## config.mk

```make
export PLATFORM = sky130hd
export DESIGN_NAME = sipo_frame_rx
export DESIGN_NICKNAME = d
export VERILOG_FILES = /design/src/rtl/sipo_frame_rx.sv
export SDC_FILE = /design/constraint.sdc
export NUM_CORES = 1
export LEC_CHECK = 0
export ABC_AREA = 1
export ABC_CLOCK_PERIOD_IN_PS = 1000
export CORE_MARGIN = 10
export CORE_UTILIZATION = 43
export CTS_CLUSTER_DIAMETER = 40
export DETAILED_ROUTE_END_ITERATION = 7
export GPL_ROUTABILITY_DRIVEN = 0
export GPL_TIMING_DRIVEN = 0
export PLACE_DENSITY = 0.74
export SLEW_MARGIN = 30
export SYNTH_ARGS = -nofsm -noshare
export SYNTH_HDL_FRONTEND = slang
export SYNTH_SLANG_ARGS = --single-unit
```

## constraint.sdc

```tcl
create_clock -name clk -period 1 [get_ports clk]
set_input_delay 0.1 -clock clk [delete_from_list [all_inputs] [get_ports clk]]
set_output_delay 0.1 -clock clk [all_outputs]
set_load 0.005 [all_outputs]
```

## src/rtl/sipo_frame_rx.sv

```systemverilog
// ---------------------------------------------------------------------------
// sipo_frame_rx
//
// Serial frame receiver placed directly after the right-shifting SISO stage.
// It samples the 1-bit line LSB-first on cycles with enb=1 and detects
// start/stop framing. It reassembles DW-bit words into a one-entry output
// buffer that uses a valid/ready handshake.
//
// Line convention: idle = 0, start bit = 1, stop bit = 0.
// Frame: start, DW data bits (LSB first), [parity], stop.
//
// Optional feature (compile-time macro SIPO_FRAME_RX_PARITY_EN):
//   defined   - even parity bit after the data bits (frame length DW+3);
//               a mismatch pulses par_err and discards the frame.
//   undefined - no parity bit (frame length DW+2); par_err tied to 0.
//
// Ports:
//   clk       in   rising-edge clock
//   rst       in   asynchronous active-high reset
//   enb       in   bit strobe; inp is sampled only when enb=1
//   inp       in   serial bit, LSB-first
//   data_out  out  [DW] received word, stable while valid=1
//   valid     out  data_out holds an unconsumed word
//   ready     in   consumer accepts the word when valid=1 and ready=1
//   busy      out  receiver is inside a frame (FSM not IDLE)
//   frm_err   out  1-cycle pulse: stop bit was not 0
//   par_err   out  1-cycle pulse: parity mismatch
//   ovr_err   out  1-cycle pulse: good frame dropped, buffer full
// ---------------------------------------------------------------------------
module sipo_frame_rx #(
    parameter int DW = 4
) (
    input  logic          clk,
    input  logic          rst,
    input  logic          enb,
    input  logic          inp,
    output logic [DW-1:0] data_out,
    output logic          valid,
    input  logic          ready,
    output logic          busy,
    output logic          frm_err,
    output logic          par_err,
    output logic          ovr_err
);

    localparam int CW = (DW > 1) ? $clog2(DW) : 1;

    typedef enum logic [1:0] {
        IDLE   = 2'd0,
        DATA   = 2'd1,
        PARITY = 2'd2,
        STOP   = 2'd3
    } state_t;

    state_t        state;
    logic [DW-1:0] shreg;
    logic [CW-1:0] cnt;
    logic          stop_hit;
    logic          bad_par;
    logic          good;

`ifdef SIPO_FRAME_RX_PARITY_EN
    logic par_bit;
    // Even parity over data plus parity bit: any odd total is a mismatch.
    assign bad_par = ^{shreg, par_bit};
`else
    assign bad_par = 1'b0;
    assign par_err = 1'b0;
`endif

    // The outcome is decided on the stop-bit sample; the word in shreg is
    // complete by then because the parity/stop states never shift.
    assign stop_hit = enb && (state == STOP);
    assign good     = stop_hit && !inp && !bad_par;

    always_ff @(posedge clk or posedge rst) begin
        if (rst) begin
            state    <= IDLE;
            shreg    <= '0;
            cnt      <= '0;
            data_out <= '0;
            valid    <= 1'b0;
            busy     <= 1'b0;
            frm_err  <= 1'b0;
            ovr_err  <= 1'b0;
`ifdef SIPO_FRAME_RX_PARITY_EN
            par_bit  <= 1'b0;
            par_err  <= 1'b0;
`endif
        end else begin
            frm_err <= 1'b0;
            ovr_err <= 1'b0;
`ifdef SIPO_FRAME_RX_PARITY_EN
            par_err <= 1'b0;
`endif
            if (enb) begin
                case (state)
                    IDLE: begin
                        if (inp) begin
                            state <= DATA;
                            cnt   <= '0;
                            busy  <= 1'b1;
                        end
                    end
                    DATA: begin
                        shreg <= {inp, shreg[DW-1:1]};
                        cnt   <= cnt + 1'b1;
                        if (cnt == CW'(DW - 1)) begin
                            cnt   <= '0;
`ifdef SIPO_FRAME_RX_PARITY_EN
                            state <= PARITY;
`else
                            state <= STOP;
`endif
                        end
                    end
`ifdef SIPO_FRAME_RX_PARITY_EN
                    PARITY: begin
                        par_bit <= inp;
                        state   <= STOP;
                    end
`endif
                    STOP: begin
                        // Always back to IDLE: the stop sample is never a start.
                        state   <= IDLE;
                        busy    <= 1'b0;
                        frm_err <= inp;
`ifdef SIPO_FRAME_RX_PARITY_EN
                        par_err <= bad_par;
`endif
                    end
                    default: begin
                        state <= IDLE;
                        busy  <= 1'b0;
                    end
                endcase
            end

            // Output buffer: a consume in the same cycle frees the slot for
            // the new word, so back-to-back words keep valid high.
            if (good) begin
                if (!valid || ready) begin
                    data_out <= shreg;
                    valid    <= 1'b1;
                end else begin
                    ovr_err  <= 1'b1;
                end
            end else if (valid && ready) begin
                valid <= 1'b0;
            end
        end
    end

endmodule

```

==> results.py, run 1 <==
metrics = {
    "floorplan": {
        "die_h_um": 60.73,
        "die_area_mm2": 0.003688,
        "start_util": 0.4627,
        "die_x_um": 60.73,
        "io_pins": 14,
        "rows": 14,
        "core_area_mm2": 0.001541,
    },
    "synthesis": {
        "synthCells": 80,
        "syn-num-nets": 86,
        "synth_top_area_share": 0.5614,
        "yosysTopAreaCell": "dfrtp_1",
        "synth.avg_cell_area_um2": 8.915,
        "ys_top_cells_by_area": "dfrtp_1 56%, nand2_1 15%, inv_1 4.7%",
        "synth_seq_cells": 16,
        "ys_types": 19,
        "yosysSeqAreaShare": 0.5614,
        "ys_warn_count": 0,
        "synthesis.area_um2": 713.2,
    },
    "clock_network": {
        "htreeDepth": 1,
        "root_buffer": "clkbuf_4",
        "cts_sinks": 16,
        "cts_buffers": 3,
        "cts_tree": "built",
        "clk_pin_slew_ns": 0.09,
        "clock_latency_ns": 0.29,
        "cts_hold_buf": 0,
        "cts.path.max_buffers": 2,
    },
    "outcome": {
        "violations": "setup timing",
        "outcome": "finished, violations left",
    },
    "critical_path": {
        "end_kind": "flop",
        "worstPathArrival_ns": 1.19,
        "r2r-start": "state[0]",
        "reg2reg_depth": 5,
        "cp-start-kind": "flop",
        "crit_start": "state[0]",
        "critical_path_class": "flop to flop",
        "required_ns": 1.19,
        "rrSetupSlack_ns": -0.0001,
        "r2r-end": "shreg[3]",
        "cp_max_fo": 6,
    },
    "drt": {
        "wl_mm": 1.358,
        "vias_per_cell": 4.778,
        "dr.first_iter.drc_count": 6,
        "drc": 0,
        "first_pass_iters": 3,
        "antenna_left": 0,
        "wl_per_cell_um": 11.61,
        "vias": 559,
    },
    "pwr": {
        "power_density_mw_per_mm2": 2052,
        "fin_total_pwr_uw": 1900,
        "ir_drop_mv": 0.9804,
        "p_leak_uw": 0.0005143,
    },
    "sta": {
        "fin_skew_ns": 0.0005682,
        "max_slew_margin": 0.6142,
        "min_period_over_period": 1.000,
        "worst_slack_ns": -0.0001220,
        "slew_violations": 0,
        "hold_viol_final": 0,
        "worstMarginPinSlew_ns": 0.5780,
        "timing.fmax_ghz": 0.9999,
        "min_period_ns": 1.000,
        "setup_violations": 1,
        "rsz0062_at_grt": "yes",
    },
    "flow_run": {
        "drv_cap": 0,
    },
    "finish": {
        "post_route_cells_drive_above_1_share": 0.2970,
        "fin_util": 0.6006,
        "n_fill_cell": 151,
        "area_growth_pct": 29.82,
        "n_antenna_cell": 0,
        "nNetsFinal": 108,
    },
    "placement": {
        "hpwl_um": 982.6,
        "port-buffer-count": 12,
    },
    "global_routing": {
        "antenna_found_initial": 0,
        "grt_overflow_total": 0,
        "global_route.usage.total": 0.07644,
        "grt_pass1_wl_mm": 2.125,
        "grt_pass1_vias": 499,
        "grt_max_degree": 17,
    },
    "min_path": {
        "hold_path_class": "input port to asynchronous set/reset pin",
    },
}
==> logic make-up (layout without fill, tap and decap cells) <==
kind of cell,after synthesis,in the layout,synth area share
simple gates,43,43,0.2772
flops,16,16,0.5614
buf+inv,11,32,0.06315
compound gates,8,8,0.07544
fa+ha+maj,1,1,0.01754
other cells,1,1,0.005258
==> state kept, by name, indices dropped and copies added (netlist names) <==
name	flops
busy	1
data_out	4
cnt	2
ovr_err	1
frm_err	1
valid	1
state	2
shreg	4
==> cells in the mapped netlist <==
cell,instances
nor3_1,1
ha_1,1
o21ai_0,3
a21boi_0,1
nor2_1,2
nor2_2,2
o21a_1,1
nand2_1,28
o21ai_2,1
dfrtp_1,16
inv_2,1
nand3_2,2
nand3_1,6
inv_1,9
o21bai_1,2
nor2_4,1
conb_1,1
buf_4,1
nand2_2,1
==> per-layer routing <==
layer / track usage / routed length (µm)
met3: 0.02505 / 54
met2: 0.1237 / 646
met1: 0.08111 / 614
met4: 0.05643 / 42
met5: 0 / 0
==> critical path, cell delays in order, from the launching register on <==
cell,delay (ns)
dfrtp_2,0.43
nand2_4,0.08
nor2_4,0.19
inv_2,0.09
nand2_2,0.07
o21ai_2,0.04
==> worst max-delay path by stage <==
stage	end	cells past startpoint	slack, ns
2_1_floorplan	cnt[0]	4	0.03
3_3_place_gp	shreg[3]	6	-0.33
3_5_place_dp	shreg[3]	6	-0.35
4_1_cts	busy	1	-0.0007
5_1_grt	shreg[1]	5	-0.06
6_report	shreg[3]	5	-0.0001
==> metrics by stage <==
stage / hold slack (ns) / cells / setup WS [ns] / area (µm²) / TNS (ns)
after floorplan: 0.01374 / 80 / 0.03017 / 713.2 / 0
after global placement: 0.4544 / 108 / -0.3282 / 853.3 / -3.730
after detailed placement: 0.4579 / 108 / -0.3455 / 853.3 / -3.804
after CTS: 0.1873 / 113 / -0.0007085 / 898.4 / -0.0007085
after global routing: 0.1518 / 117 / -0.05922 / 925.9 / -0.3881
final: 0.1469 / 117 / -0.0001220 / 925.9 / -0.0001220
==> where the power goes <==
group / internal (µW) / switching, µW / total, µW
clock network: 222 / 214 / 437
logic: 248 / 254 / 502
registers: 830 / 131 / 961
total: 1300 / 599 / 1900
==> final cells by class <==
type                       instances  area [µm²]  area share
buffer                             1       7.507    0.008108
sequential                        16       402.9      0.4351
multi-input combinational         53       295.3      0.3189
tap                               16       20.02     0.02162
inverter                          10       40.04     0.04324
clock buffer                       4       36.28     0.03919
timing repair buffer              17       123.9      0.1338
==> cell usage in the layout (no fill, tap or decap), types with 3 or more instances in the layout <==
| cell type | count |
|---|---|
| buf_4 | 6 |
| clkbuf_2 | 7 |
| clkbuf_4 | 3 |
| dfrtp_1 | 14 |
| inv_1 | 8 |
| nand2_1 | 26 |
| nand3_1 | 6 |
| nor2_4 | 3 |
==> what timing repair did <==
item / CTS / global route
resized for setup: 21 / 16
pin swaps: 0 / 2
buffers inserted: 1 / 4
endpoints found under the hold margin: 0 / 0
endpoints found under the setup margin: 20 / 18
Note: power is estimated with default switching activity, not from simulation.
==> inputs of run 2 (changes only) <==
--- a/config.mk
+++ b/config.mk
@@ -7,8 +7,11 @@
 export LEC_CHECK = 0
 export ABC_AREA = 1
 export ABC_CLOCK_PERIOD_IN_PS = 1000
+export CELL_PAD_IN_SITES_DETAIL_PLACEMENT = 1
+export CELL_PAD_IN_SITES_GLOBAL_PLACEMENT = 2
+export CORE_ASPECT_RATIO = 1.5
 export CORE_MARGIN = 10
-export CORE_UTILIZATION = 43
+export CORE_UTILIZATION = 26
 export CTS_CLUSTER_DIAMETER = 40
 export DETAILED_ROUTE_END_ITERATION = 7
 export GPL_ROUTABILITY_DRIVEN = 0
==> results.py, run 2 (synthesis gave the netlist of run 1 again) <==
metrics = {
    "outcome": {
        "outcome": "complete, no violations",
    },
    "floorplan": {
        "io_pins": 14,
        "rows": 23,
        "die_h_um": 84.15,
        "core_area_mm2": 0.002648,
        "start_util": 0.2694,
        "die_area_mm2": 0.005281,
        "die_x_um": 62.77,
    },
    "critical_path": {
        "cp-start-kind": "flop",
        "cp_cell_sequence": "dlygate4sd2_1",
        "crit_cells": 1,
        "cp_num_buf_inv": 1,
        "worstPathArrival_ns": 0.90,
        "required_ns": 0.90,
        "critical_path_class": "flop to output pin",
        "reg2reg_depth": 5,
        "end_kind": "output pin",
        "rrSetupSlack_ns": 0.01,
        "crit_start": "valid",
        "slowest_delay_ns": 0.38,
        "crit_family": "flip-flops",
        "cp_max_fo": 2,
        "r2r-start": "state[0]",
        "cp_slowest_cell": "dfrtp_1",
        "r2r-end": "shreg[3]",
        "crit_path_end": "valid",
    },
    "global_routing": {
        "grt_max_degree": 17,
        "grt_pass1_vias": 594,
        "antenna_found_initial": 0,
        "grt_pass1_wl_mm": 2.670,
        "grt_overflow_total": 0,
        "global_route.usage.total": 0.06333,
    },
    "sta": {
        "rsz0062_at_grt": "yes",
        "hold_viol_final": 0,
        "setup_violations": 0,
        "min_period_over_period": 0.9967,
        "setup_tns_ns": 0,
        "max_slew_margin": 0.5924,
        "worstMarginPinSlew_ns": 0.6107,
        "timing.fmax_ghz": 1.003,
        "fin_skew_ns": 0.005198,
        "worst_slack_ns": 0.003299,
        "slew_violations": 0,
        "min_period_ns": 0.9967,
    },
    "clock_network": {
        "cts_buffers": 3,
        "htreeDepth": 1,
        "cts_hold_buf": 0,
        "clock_latency_ns": 0.25,
        "cts.path.max_buffers": 2,
        "cts_tree": "built",
        "cts_sinks": 16,
        "clk_pin_slew_ns": 0.06,
        "root_buffer": "clkbuf_8",
    },
    "flow_run": {
        "drv_cap": 0,
    },
    "drt": {
        "antenna_left": 0,
        "vias": 578,
        "first_pass_iters": 2,
        "wl_mm": 1.593,
        "drc": 0,
        "dr.first_iter.drc_count": 14,
        "wl_per_cell_um": 11.71,
        "vias_per_cell": 4.250,
    },
    "finish": {
        "reg_top3": "data_out: 4 flops, shreg: 4 flops",
        "nNetsFinal": 106,
        "post_route_cells_drive_above_1_share": 0.2424,
        "fin_area_um2": 979.7,
        "area_growth_pct": 37.37,
        "n_antenna_cell": 0,
        "fin_util": 0.3700,
        "final_common_cell": "nand2_1",
        "fin_cells": 136,
        "n_fill_cell": 320,
        "layout_common_cells": "23 x nand2_1, 14 x dfrtp_1, 8 x inv_1, 6 x nand3_1",
    },
    "placement": {
        "place_area_um2": 879.6,
        "pre_cts_ws_ns": -0.3941,
        "hpwl_mm": 1.201,
        "port-buffer-count": 12,
        "place_inst": 129,
    },
    "pwr": {
        "p_leak_uw": 0.0005237,
        "ir_drop_mv": 0.7496,
        "power_density_mw_per_mm2": 2124,
    },
    "min_path": {
        "hold_path_class": "input port to flop",
    },
}
run 2: metrics by stage:
step                      power, µW  hold slack [ns]
after floorplan                1234          0.01374
after global placement         1457           0.4532
after detailed placement       1483           0.4581
after CTS                      2060           0.2533
after global routing           2237           0.1827
final                          2081           0.1701
run 2: worst min-delay path by stage:
stage               slack, ns         from           to  cells past startpoint
finish                   0.17          inp      ovr_err                      2
global route             0.18          inp      ovr_err                      2
CTS                      0.25          rst         busy                      2
detailed placement       0.46  data_out[3]  data_out[3]                      2
global placement         0.45  data_out[2]  data_out[2]                      2
floorplan                0.01          rst         busy                      1
run 2: routing by layer:
layer	routed length, µm	part of all wire	vias up	GRT usage
li1	-	-	285	-
met1	596	0.37	279	0.05166
met2	890	0.56	10	0.1217
met3	74	0.046	4	0.01862
met4	31	0.019	0	0.04898
met5	0	0	-	0
run 2: area by class of cell:
| type | count | area [µm²] | share of cell area |
|---|---|---|---|
| Timing Repair Buffer | 15 | 140.1 | 0.1430 |
| Sequential cell | 16 | 402.9 | 0.4112 |
| Clock buffer | 4 | 55.05 | 0.05619 |
| Tap cell | 37 | 46.29 | 0.04725 |
| Buffer | 1 | 7.507 | 0.007663 |
| Inverter | 10 | 42.54 | 0.04342 |
| Multi-Input combinational cell | 53 | 285.3 | 0.2912 |
run 2: what timing repair did:
item | in CTS | in global routing
gates cloned | 0 | 0
endpoints found under the setup margin | 20 | 16
pin swaps | 1 | 1
buffers inserted | 3 | 0
resized for setup | 17 | 11
run 2: where the power goes:
group          leakage [µW]  internal (µW)  switching [µW]
registers          0.000206            832             142
logic              0.000289            269             257
clock network     0.0000288            349             231
